**src/rtl/alu_arbiter_pkg.sv**
```systemverilog
// -----------------------------------------------------------------------------
// alu_arbiter_pkg
// Shared types and constants for the two-requester ALU arbiter:
//   op_e       - ALU operation codes (ADD, SUB, AND, OR)
//   state_e    - arbiter FSM states (IDLE, EXEC, DONE)
//   SEG_*      - seven-segment codes for digits 0..7 and the ovf/unf flags
//   seg_digit  - maps a 3-bit digit to its seven-segment code
// -----------------------------------------------------------------------------
package alu_arbiter_pkg;

    typedef enum logic [1:0] {
        OP_ADD = 2'b00,
        OP_SUB = 2'b01,
        OP_AND = 2'b10,
        OP_OR  = 2'b11
    } op_e;

    typedef enum logic [1:0] {
        ST_IDLE = 2'b00,
        ST_EXEC = 2'b01,
        ST_DONE = 2'b10
    } state_e;

    localparam logic [7:0] SEG_0     = 8'b0011_1111;
    localparam logic [7:0] SEG_1     = 8'b0000_0110;
    localparam logic [7:0] SEG_2     = 8'b0101_1011;
    localparam logic [7:0] SEG_3     = 8'b0100_1111;
    localparam logic [7:0] SEG_4     = 8'b0110_0110;
    localparam logic [7:0] SEG_5     = 8'b0110_1101;
    localparam logic [7:0] SEG_6     = 8'b0111_1101;
    localparam logic [7:0] SEG_7     = 8'b0000_0111;
    localparam logic [7:0] SEG_OVF   = 8'b1011_1111;
    localparam logic [7:0] SEG_UNF   = 8'b1011_1110;
    localparam logic [7:0] SEG_BLANK = 8'h00;

    function automatic logic [7:0] seg_digit(input logic [2:0] digit);
        logic [7:0] code;
        case (digit)
            3'd0:    code = SEG_0;
            3'd1:    code = SEG_1;
            3'd2:    code = SEG_2;
            3'd3:    code = SEG_3;
            3'd4:    code = SEG_4;
            3'd5:    code = SEG_5;
            3'd6:    code = SEG_6;
            default: code = SEG_7;
        endcase
        return code;
    endfunction

endpackage

```
**src/rtl/alu_core.sv**
```systemverilog
// -----------------------------------------------------------------------------
// alu_core
// Purely combinational ALU shared by both requesters.
// Ports:
//   op     [1:0]       operation code (op_e encoding)
//   a, b   [NBITS-1:0] unsigned operands
//   result [NBITS-1:0] operation result, modulo 2^NBITS
//   ovf                carry-out of ADD (0 for other ops)
//   unf                borrow of SUB, i.e. a < b (0 for other ops)
// -----------------------------------------------------------------------------
module alu_core
    import alu_arbiter_pkg::*;
#(
    parameter int NBITS = 3
) (
    input  logic [1:0]       op,
    input  logic [NBITS-1:0] a,
    input  logic [NBITS-1:0] b,
    output logic [NBITS-1:0] result,
    output logic             ovf,
    output logic             unf
);

    // One extra bit captures the carry of the sum and the borrow of the
    // difference; the borrow bit is set exactly when a < b.
    logic [NBITS:0] sum;
    logic [NBITS:0] diff;

    assign sum  = {1'b0, a} + {1'b0, b};
    assign diff = {1'b0, a} - {1'b0, b};

    always_comb begin
        // NOTE: every output gets a default before the case so no path leaves
        // a value unassigned, which would otherwise infer a latch.
        result = '0;
        ovf    = 1'b0;
        unf    = 1'b0;
        case (op_e'(op))
            OP_ADD: begin
                result = sum[NBITS-1:0];
                ovf    = sum[NBITS];
            end
            OP_SUB: begin
                result = diff[NBITS-1:0];
                unf    = diff[NBITS];
            end
            OP_AND:  result = a & b;
            OP_OR:   result = a | b;
            default: result = '0;
        endcase
    end

endmodule

```
**src/rtl/alu_arbiter.sv**
```systemverilog
// -----------------------------------------------------------------------------
// alu_arbiter
// Two requesters share one ALU. A request seen in IDLE is granted for one
// EXEC cycle (round-robin on contention), the result is registered on the
// transition into DONE and held until the next DONE.
// Ports:
//   clk_2            system clock, rising edge
//   reset_n          asynchronous active-low reset
//   req   [NREQ-1:0] per-requester request
//   op0, op1 [1:0]   operation codes (00 add, 01 sub, 10 and, 11 or)
//   a0, b0, a1, b1   unsigned operands, NBITS each
//   gnt   [NREQ-1:0] one-hot grant, high during the EXEC cycle
//   busy             high whenever the FSM is not IDLE
//   res_valid        one-cycle result pulse (DONE cycle)
//   res_id           requester that owns the current result
//   result           registered ALU result
//   ovf, unf         add carry-out / sub borrow flags
//   seg   [7:0]      seven-segment code of the last result
// Configuration:
//   ALU_ARBITER_SEG_EN - when defined, seg is a registered decode of the
//                        result (flags override the digit); otherwise seg
//                        is tied to 8'h00.
// Only NREQ = 2 is supported.
// -----------------------------------------------------------------------------
module alu_arbiter
    import alu_arbiter_pkg::*;
#(
    parameter int NBITS = 3,
    parameter int NREQ  = 2
) (
    input  logic             clk_2,
    input  logic             reset_n,
    input  logic [NREQ-1:0]  req,
    input  logic [1:0]       op0,
    input  logic [1:0]       op1,
    input  logic [NBITS-1:0] a0,
    input  logic [NBITS-1:0] b0,
    input  logic [NBITS-1:0] a1,
    input  logic [NBITS-1:0] b1,
    output logic [NREQ-1:0]  gnt,
    output logic             busy,
    output logic             res_valid,
    output logic             res_id,
    output logic [NBITS-1:0] result,
    output logic             ovf,
    output logic             unf,
    output logic [7:0]       seg
);

    state_e           state;
    logic             last_served;
    logic             winner_id;

    // Operands captured at grant time so later input changes cannot disturb
    // the operation in flight.
    logic [1:0]       lat_op;
    logic [NBITS-1:0] lat_a;
    logic [NBITS-1:0] lat_b;
    logic             lat_id;

    logic [NBITS-1:0] core_result;
    logic             core_ovf;
    logic             core_unf;

    // Single requester wins outright; on contention the one not served last
    // wins.
    always_comb begin
        winner_id = 1'b0;
        if (req[0] && req[1]) begin
            winner_id = ~last_served;
        end else if (req[1]) begin
            winner_id = 1'b1;
        end
    end

    alu_core #(
        .NBITS (NBITS)
    ) u_alu_core (
        .op     (lat_op),
        .a      (lat_a),
        .b      (lat_b),
        .result (core_result),
        .ovf    (core_ovf),
        .unf    (core_unf)
    );

    // NOTE: all state and registered outputs use non-blocking assignments so
    // every register samples pre-edge values regardless of statement order.
    always_ff @(posedge clk_2 or negedge reset_n) begin
        if (!reset_n) begin
            state       <= ST_IDLE;
            gnt         <= '0;
            busy        <= 1'b0;
            res_valid   <= 1'b0;
            res_id      <= 1'b0;
            result      <= '0;
            ovf         <= 1'b0;
            unf         <= 1'b0;
            last_served <= 1'b1;
            lat_op      <= OP_ADD;
            lat_a       <= '0;
            lat_b       <= '0;
            lat_id      <= 1'b0;
        end else begin
            // Pulses default low; only the state that owns them raises them.
            gnt       <= '0;
            res_valid <= 1'b0;
            case (state)
                ST_IDLE: begin
                    if (|req) begin
                        state          <= ST_EXEC;
                        busy           <= 1'b1;
                        gnt[winner_id] <= 1'b1;
                        last_served    <= winner_id;
                        lat_id         <= winner_id;
                        lat_op         <= winner_id ? op1 : op0;
                        lat_a          <= winner_id ? a1  : a0;
                        lat_b          <= winner_id ? b1  : b0;
                    end
                end
                ST_EXEC: begin
                    state     <= ST_DONE;
                    res_valid <= 1'b1;
                    res_id    <= lat_id;
                    result    <= core_result;
                    ovf       <= core_ovf;
                    unf       <= core_unf;
                end
                ST_DONE: begin
                    state <= ST_IDLE;
                    busy  <= 1'b0;
                end
                default: begin
                    state <= ST_IDLE;
                    busy  <= 1'b0;
                end
            endcase
        end
    end

`ifdef ALU_ARBITER_SEG_EN
    logic [31:0] core_result_ext;

    assign core_result_ext = 32'(core_result);

    // Updated on the same edge as result/res_valid; results above 7 (only
    // possible with NBITS > 3) have no digit and blank the display.
    always_ff @(posedge clk_2 or negedge reset_n) begin
        if (!reset_n) begin
            seg <= SEG_BLANK;
        end else if (state == ST_EXEC) begin
            if (core_ovf) begin
                seg <= SEG_OVF;
            end else if (core_unf) begin
                seg <= SEG_UNF;
            end else if (core_result_ext < 32'd8) begin
                seg <= seg_digit(core_result_ext[2:0]);
            end else begin
                seg <= SEG_BLANK;
            end
        end
    end
`else
    assign seg = 8'h00;
`endif

endmodule

```
**config.mk**
```make
export PLATFORM = sky130hd
export DESIGN_NAME = alu_arbiter
export DESIGN_NICKNAME = d
export VERILOG_FILES = /design/src/rtl/alu_arbiter_pkg.sv /design/src/rtl/alu_core.sv /design/src/rtl/alu_arbiter.sv
export SDC_FILE = /design/constraint.sdc
export NUM_CORES = 1
export LEC_CHECK = 0
export ABC_AREA = 1
export BUFFER_PORTS_ARGS = -buffer_cell sky130_fd_sc_hd__buf_2
export CORE_MARGIN = 4
export CORE_UTILIZATION = 45
export DETAILED_ROUTE_END_ITERATION = 7
export HOLD_SLACK_MARGIN = 0.03
export PLACE_DENSITY = 0.7
export SLEW_MARGIN = 20
export SYNTH_ARGS = -nofsm -noshare
export SYNTH_HDL_FRONTEND = slang
export SYNTH_SLANG_ARGS = --single-unit
```
**constraint.sdc**
```tcl
create_clock -name clk_2 -period 1.7 [get_ports clk_2]
set_input_delay 0.255 -clock clk_2 [delete_from_list [all_inputs] [get_ports clk_2]]
set_output_delay 0.255 -clock clk_2 [all_outputs]
set_load 0.01 [all_outputs]
```
# After elaboration in Yosys (flattened, before gate mapping)

Cells that the tools add are included.

Add/subtract/negate cells: 2
$lt $le $gt $ge: 2
Equality and inequality tests: 5
Muxes and demuxes: 17
Bitwise logic cells: 4
Reductions and logical operators: 7

Operator list:

| cell                                                                         | count |
|---|---|
| 3-bit case mux with 4 select lines                                           | 1 |
| 2-bit two-way mux                                                            | 4 |
| 1-bit two-way mux                                                            | 7 |
| 3-bit two-way mux                                                            | 2 |
| 3-bit by 3-bit adder with 4-bit output                                       | 1 |
| 2-bit by 1-bit == test with 1-bit output, second input constant              | 2 |
| 2-bit == test, second input constant                                         | 2 |
| 2-bit logical NOT                                                            | 2 |
| 2-bit case mux with 2 select lines                                           | 1 |
| 2-bit AND reduction                                                          | 2 |
| 3-bit by 3-bit subtractor with 4-bit output                                  | 1 |
| 3-bit bitwise AND                                                            | 1 |
| 3-bit OR                                                                     | 1 |
| 1-bit logical AND                                                            | 2 |
| 1-bit by 2-bit less-than comparator with 1-bit output, second input constant | 1 |
| 2-bit inequality test, second input constant                                 | 1 |
| 1-bit NOT                                                                    | 2 |
| 1-bit case mux with 2 select lines                                           | 1 |
| 2-bit OR reduction                                                           | 1 |
| 1-bit demux with 1-bit select                                                | 1 |
| 1-bit >= comparator, second input constant                                   | 1 |

Bits in registers: 22
Output and inout port bits: 18

# Logic depth before layout (Yosys ltp)

Gate-level depths: netlist of run 1.

Depth in word-level cells: 8
Depth in mapped cells: 10

# Modules after synthesis

A second synthesis of run 1 with hierarchy kept.

Cells, all modules: 184
Area total of the unflattened synthesis: 1,416.4 um^2

Modules (own cells, without submodules):

| module      | instances | cells an instance | area each (um^2) |
|---|---|---|---|
| alu_arbiter | 1         | 128               | 1,042.2 |
| alu_core    | 1         | 56                | 374.1 |

# Worst setup path before layout of run 1

No wires, ideal clock.

Kind: register -> register
From: register lat_a[0]
To: register result[1]
Setup time: 0.116 ns
Arrival time: 1.316 ns
Setup slack: 0.267 ns
Stages on the path, launching flop included: 9
Path buffers: 0
Period minus slack after synthesis: 1.433 ns
Cells stage by stage: dfrtp_1 -> inv_1 -> ha_1 -> fa_1 -> inv_1 -> nand2_1 -> nand3_1 -> nand2_1 -> nand2_1

Word-level cells in the longest chain between the ends: 2

RTL lines:

| item                                                                                                  | line                           | source |
|---|---|---|
| from (decl)                                                                                           | alu_arbiter.sv:57              | `logic [NBITS-1:0] lat_a;` |
| from (signal assigned)                                                                                | alu_arbiter.sv:117             | `lat_a <= winner_id ? a1 : a0;` |
| 3-bit by 3-bit subtractor with 4-bit output or 3-bit by 3-bit adder with 4-bit output (tied branches) | alu_core.sv:30, alu_core.sv:29 |  |
| 3-bit case mux with 4 select lines *                                                                  | alu_core.sv:38                 | `case (op_e'(op))` |
| to (signal assigned)                                                                                  | alu_arbiter.sv:125             | `result <= core_result;` |
| to (decl)                                                                                             | alu_arbiter.sv:44              | `output logic [NBITS-1:0] result,` |

Mark *: on every way between the ends. The rest lies on a longest branch, timed or not.
A chain may end at the register's enable or synchronous reset.

# Worst setup path after layout of run 1

Same ends and word-level chain as after synthesis.

==> results.md, run 1 <==
* Die height at 63.41 um
* Most frequent cells after synthesis: 46 x nand2_1, 24 x inv_1, 21 x dfrtp_1
* Via count at 1019
* Starting Density at 48.42%
* Crit Reg-Reg Startpoint: lat_a[0]
* Detail Placement HPWL at roughly 2.0 mm
* Total Routing Usage GR at about an eighth
* Area delta synth->final at 13.95%
* Clock Tree Buf Depth at 2
* EDFF count, synth at 0
* Post-Syn Area per Cell at 8.372 um2
* Crit start category: register
* Post-route minimum period at about 1.5 ns
* Max incr delay on CP at 0.48 ns
* Area post-placement at 1511 um2
* Most common cell in the netlist: nand2_1
* Total gr overflow at 0
* Cell variety after synth at 24
* CP Data Required Time at 1.91 ns
* Ports at 38
* 1st-pass router iterations at 4
* Post-route design area at around 1600 um2
* Clk_skew at 0.003601 ns
* GRT busiest layer: met2
* Core Rows at 19
* Port buffer count at 29
* Largest area contributor in the netlist: dfrtp_1
* Die ar. at ~4000 um2
* Seq cells post-synth at 22
* Final Net Count at 229
* Initial antenna violation count at 0
* Placer Congestion at around 0.83
* GR Util met2 at 20.73%
* Worst hold path startpoint: a1[1]
* Gate Count Post-Synth at 165
* Outcome: finished, final reports clean
* Synth top area cells: dfrtp_1 38%, nand2_1 13%, ha_1 8.2%, inv_1 6.5%, o22ai_2 5.4%
* Drt total wl at around 2.5 mm
* Hold Slack at about 0.15 ns
* First-pass GRT wire length at 4.188 mm
* Endpoints failing setup at 0
* PD cells at around 1800 nW/um2
* Async SR Flop Fraction at 100.0%
* Pwr Total at 2852 uW
* CTS tree: done
* Initial DRC count at ~40
* Register area share after synthesis at 39.95%
* Crit path max-delay cell type: fa_1
* Cell mode on critical path: nand2_1
* Clk_lat worst skew at 0.31 ns
* Unrepaired setup endpoints after global routing: no
* Clk sink count at 22
* Critical setup path kind: register to register
* Clock root buffer: clkbuf_4
* Ant diodes at 0
* Period utilisation layout at 89.91%
* Via density at 4.469
* Worst hold path type: input port to register
* Ys Warns at 0
* Largest net degree at the start of global routing at 23
* H-tree level count at 1
* CTS buffer count at 3
* Cell Chain, Critical Path: inv_1 > ha_1 > fa_1 > inv_1 > nand2_1 > nand3_1 > nand2_1 > nand2_1
* Fmax at between 600 and 700 MHz
* Data arrival time of the critical path at 1.74 ns
* Main synth FF type: dfrtp_1
* Die Wd at 63.41 um
* CP Max Fanout at 3
* Final Hold Violating Endpoints at 0
* Share of post-route cells with drive strength above 1 at 26.90%
* Synthesized cell area at 1381 um2
* Setup TNS at 0 ns
* M3 GR Usage at 1.421%
* Core Box Area at 2853 um2
* Vias in the first global route at 966
* Post-synth top area share at between 30% and 40%
* Max VDD drop at 0.0006820 V
* Resized cells post-CTS at 0
* Number of max-cap violations at 0
* Met1 Use GR at ~17%
* Crit end category: register
* Wire per inst at 10.86 um
* CP startpoint: lat_a[0]
* Slew Viols, Final at 0
* Residual DRC count at 0
* Clock transition at path regs at ~0.13 ns
* Leakage Power at 0.0009006 uW
* ANT nets after route at 0
[stage by stage]
stage          instances  setup slack, ns  utilization, %
2_1_floorplan        172           0.2673               -
3_3_place_gp         223           0.2329           52.98
3_5_place_dp         223           0.1956           52.98
4_1_cts              228           0.1767           55.18
5_1_grt              228          0.05785           55.18
6_report             228           0.1715           55.18
[flip-flops by register name, summed over array words and instances, names as in the netlist, 2 cells and up]
name	count
gnt	2
lat_b	3
lat_op	2
result	3
lat_a	3
state	2
[final cells by class]
class | instances | area (um2)
fill | 280 | 1279
multi-input combinational | 113 | 666.9
sequential | 22 | 551.8
timing repair buffer | 31 | 162.7
inverter | 27 | 101.3
tap | 31 | 38.79
clock inverter | 1 | 30.03
clock buffer | 3 | 22.52
[repair_timing]
item                                   in CTS  in global routing
setup buffers                               0                  0
hold buffers                                1                  0
endpoints found under the hold margin      21                  0
[metal layers]
metal  vias to the layer above  wire length (um)
met5                         -                 0
met2                        29              1131
met1                       436              1190
met4                         0                42
met3                         4               112
li1                        550                 -
[where the power goes]
group / internal (uW) / total, uW / leakage [uW] / switching (uW)
clock network: 238 / 403 / 0.0000279 / 165
registers: 777 / 929 / 0.000270 / 152
logic: 590 / 1520 / 0.000602 / 930
total: 1610 / 2850 / 0.000901 / 1250
[logic make-up after synthesis]
group / share of synthesized area, %
adder cells (fa/ha/maj): 11.05
flip-flops: 39.95
buffers and inverters: 13.68
AO/OA/AOI/OAI: 8.786
AND/OR/NAND/NOR: 26.27
other: 0.2715
[path summary, 6_finish.rpt]
path,end,slack [ns],depth (start not counted)
min,lat_a[1],0.15,3
min in group asynchronous,state[1],0.41,2
min reg2reg,last_served,0.49,2
max reg2reg,result[1],0.17,8
max,result[1],0.17,8
max in group asynchronous,last_served,0.94,2
[worst max-delay path: cells and delay by family, from the launching register on]
| kind | cells | cell delay [ns] |
|---|---|---|
| buf+inv | 2 | 0.12 |
| fa+ha+maj | 2 | 0.71 |
| simple gates | 4 | 0.23 |
| flops | 1 | 0.37 |
[placed cells by master, fill, tap and decap left out]
cell           netlist  routed
fa_1                 2       2
nor2_8               1       1
nand3_2              2       2
dlygate4sd3_1        0       1
o22ai_2              6       6
inv_1               24      24
ha_1                 9       9
inv_2                3       3
nand3_1              7       7
clkbuf_4             0       3
nand2_2              1       1
conb_1               1       8
or2_1                1       1
nor2_4               1       1
o21ai_2              1       1
nor2_1              18      18
dfrtp_1             21      21
dfstp_2              1       1
o21ai_0              4       4
nand2_4              1       1
a21oi_1              2       2
nand2_1             46      46
bufinv_16            0       1
nor2_2               2       2
buf_4                9       1
o21bai_1             1       1
buf_2                0      29
No activity file was read; power rests on OpenSTA's default activity.
==> run 2, diff against run 1 <==
--- a/config.mk
+++ b/config.mk
@@ -5,13 +5,12 @@
 export SDC_FILE = /design/constraint.sdc
 export NUM_CORES = 1
 export LEC_CHECK = 0
-export ABC_AREA = 1
 export BUFFER_PORTS_ARGS = -buffer_cell sky130_fd_sc_hd__buf_2
 export CORE_MARGIN = 4
 export CORE_UTILIZATION = 45
 export DETAILED_ROUTE_END_ITERATION = 7
 export HOLD_SLACK_MARGIN = 0.03
-export PLACE_DENSITY = 0.7
+export PLACE_DENSITY = 0.71
 export SLEW_MARGIN = 20
 export SYNTH_ARGS = -nofsm -noshare
 export SYNTH_HDL_FRONTEND = slang
==> run 2 against run 1 <==
- the run now ends with setup timing left
- sequential power increased by 6.6%
- clock power barely moved
- via count is 11% lower
- die area decreased by 7.5%
- sequential share of layout area increased by 1.5 points
- routed wire length down 3.0%
- cell area down 4.1%
- sequential cell count unchanged
- critical path type unchanged
==> results.md, run 2 <==
* Most frequent cells after synthesis: 21 x dfrtp_1, 13 x inv_1, 11 x mux2i_1
* Area delta synth->final at 19.62%
* Leakage Power at 0.0008253 uW (-8.4%)
* Max VDD drop at 0.0009489 V (+39%)
* Area post-placement at 1431 um2 (-5.3%)
* Placer Congestion at 0.8399 (+1.3%)
* Clk_lat worst skew at 0.32 ns (about the same)
* H-tree level count at 1 (unchanged)
* Crit Reg-Reg Startpoint: lat_b[0]
* Post-Syn Area per Cell at 11.27 um2 (+35%)
* Ports at 38 (unchanged)
* Wire length on met2 at 1.153 mm (+1.9%)
* Total gr overflow at 0 (unchanged)
* First-pass GRT wire length at 3.988 mm (-4.8%)
* Commonest non-fill, non-tap cells in the layout: 29 x buf_2, 21 x dfrtp_1, 11 x inv_1, 11 x mux2i_1
* Regs by FF count: lat_a (3), lat_b (3), result (3)
* Port buffer count at 29 (unchanged)
* Violated checks: setup timing
* Reg2reg end: result[2]
* Core Box Area at 2567 um2 (-10%)
* Slew Viols, Final at 0 (unchanged)
* 1st-pass router iterations at 4 (unchanged)
* Via density at 5.119 (+15%)
* Critical setup path kind: register to register
* CP delay by family, top: adder cells
* Worst R2R Setup Slack at -0.04 ns (-0.21 ns)
* Fmax at 574.0 MHz (-12%)
* Cell variety after synth at 35 (+46%)
* Detail Placement HPWL at 1.869 mm (-5.9%)
* Ant diodes at 0 (unchanged)
* Residual DRC count at 0 (unchanged)
* Most common cell in the netlist: dfrtp_1
* Final Hold Violating Endpoints at 0 (unchanged)
* Register area share after synthesis at 43.71% (+3.8 points)
* Cell Chain, Critical Path: ha_2 > inv_2 > fa_2 > or2_4 > a2111o_1 > o211ai_1
* Clock root buffer: clkbuf_4
* Die Wd at 60.97 um (-3.8%)
* CTS buffer count at 3 (unchanged)
* Relative slew slack at 62.29%
* Clk sink count at 22 (unchanged)
* Synthesized cell area at 1262 um2 (-8.6%)
* Crit path max-delay cell type: dfrtp_1
* Core Rows at 18 (-1)
* Hold Slack at 0.1678 ns (+0.01320 ns)
* Initial DRC count at 21 (-49%)
* Gate Count Post-Synth at 112 (-32%)
* EDFF count, synth at 0 (unchanged)
* Crit end category: register
* Crit start category: register
* Clock transition at path regs at 0.13 ns (about the same)
* Clk_skew at 0.006855 ns (+0.003254 ns)
* CP Data Required Time at 1.94 ns (+0.03 ns)
* Post-route design area at 1510 um2 (-4.1%)
* Period utilisation layout at 102.5% (+13 points)
* Share of post-route cells with drive strength above 1 at 35.37% (+8.5 points)
* Vias in the first global route at 870 (-9.9%)
* Most common cell after layout, fill and taps aside: buf_2
* PD cells at 1856 nW/um2 (+2.4%)
* Worst hold path startpoint: a1[1]
* Drt total wl at 2.402 mm (-3.0%)
* Post-synth top area share at 41.63% (+3.6 points)
* Initial antenna violation count at 0 (unchanged)
* Ys Warns at 0 (unchanged)
* Largest net degree at the start of global routing at 23 (unchanged)
* Die height at 60.97 um (-3.8%)
* Async SR Flop Fraction at 100.0% (unchanged)
* Buffers & Inverters on Critical Path at 1 (-1)
* Seq cells post-synth at 22 (unchanged)
* WL met1 at 1.018 mm (-14%)
* Outcome: finished with violations
* WHS Endpoint: lat_a[1]
* R2R cell count at 6 (-2)
* Worst-Margin Slew at roughly 0.56 ns
* Cell depth of the worst hold path at 2 (-1)
* Starting Density at 49.17% (+0.75 points)
* Number of max-cap violations at 0 (unchanged)
* Via count at 906 (-11%)
* Die ar. at 3717 um2 (-7.5%)
* Worst hold path type: input port to register
* Unrepaired setup endpoints after global routing: yes
* Post-route minimum period at 1.742 ns (+0.2137 ns)
* CTS tree: done
* Endpoints failing setup at 2 (+2)
* Clock Tree Buf Depth at 2 (unchanged)
* Max incr delay on CP at 0.40 ns (-0.08 ns)
* Final Net Count at 179 (-22%)
* Main synth FF type: dfrtp_1
* Wire per inst at 13.57 um (+25%)
* Total Routing Usage GR at 14.99% (+2.2 points)
* CP Max Fanout at 3 (unchanged)
* Largest area contributor in the netlist: dfrtp_1
* Max layer used: met4
* Data arrival time of the critical path at 1.98 ns (+0.24 ns)
* ANT nets after route at 0 (unchanged)
* Met3 Wirelength at 158 um (+41%)
* Worst setup margin at -0.04230 ns (-0.2137 ns)
* Synth top area cells: dfrtp_1 42%, ha_1 8.9%, mux2i_1 8.7%, buf_4 4.8%, inv_1 3.9%
==> run 2: timing repair <==
action | in CTS | in global routing
endpoints found under the setup margin | 2 | 2
setup buffers | 0 | 1
hold buffers | 1 | 0
hold endpoints to repair | 21 | 0
resized for setup | 4 | 2
pin swaps | 1 | 0
==> run 2: cell type report <==
cell class              count  area (um2)
fillers                   234        1057
repair buffers             37       207.7
clock inverters             1       30.03
multi-input cells          71       611.8
well taps                  30       37.54
inverters                  13       48.80
clock buffers               3       22.52
flip-flops and latches     22       551.8
==> run 2: per-stage QoR <==
stage,instances,setup WS [ns],util (%),TNS [ns],power (uW)
CTS,176,-0.03185,58.38,-0.04733,2783
global placement,171,0.01172,55.75,0,2277
finish,177,-0.04230,58.82,-0.07985,2803
global route,177,-0.1253,58.82,-0.2201,3052
floorplan,119,0.03399,-,0,1924
detailed placement,171,-0.04810,55.75,-0.08478,2349
==> run 2: cell families (layout without fill, tap and decap cells) <==
kind of cell,after synthesis,after routing,synth area share [%]
buffers and inverters,26,54,11.00
flip-flops,22,22,43.71
AO/OA/AOI/OAI,20,20,12.78
AND/OR/NAND/NOR,18,18,7.533
multiplexers,14,14,12.59
adder cells (fa/ha/maj),11,11,12.09
other,1,8,0.2970
==> run 2: report_power, final <==
group	total, uW	switching, uW	internal, uW
registers	990	209	780
clock network	406	168	238
logic	1410	707	699
total	2800	1080	1720
==> run 2: how the worst max path moves through the flow <==
stage                end  slack (ns)  cells after the start     start
3_5_place_dp   result[1]       -0.05                      5  lat_b[0]
2_1_floorplan  result[1]        0.03                      5  lat_b[0]
4_1_cts        result[1]       -0.03                      5  lat_b[0]
6_report       result[2]       -0.04                      6  lat_b[0]
5_1_grt        result[1]       -0.13                      5  lat_a[0]
3_3_place_gp   result[1]        0.01                      5  lat_b[0]
==> run 2: routing by layer <==
layer | vias to the layer above | global-route usage (%)
li1 | 441 | -
met1 | 421 | 18.80
met2 | 37 | 24.27
met3 | 7 | 2.766
met4 | 0 | 8.359
met5 | - | 0
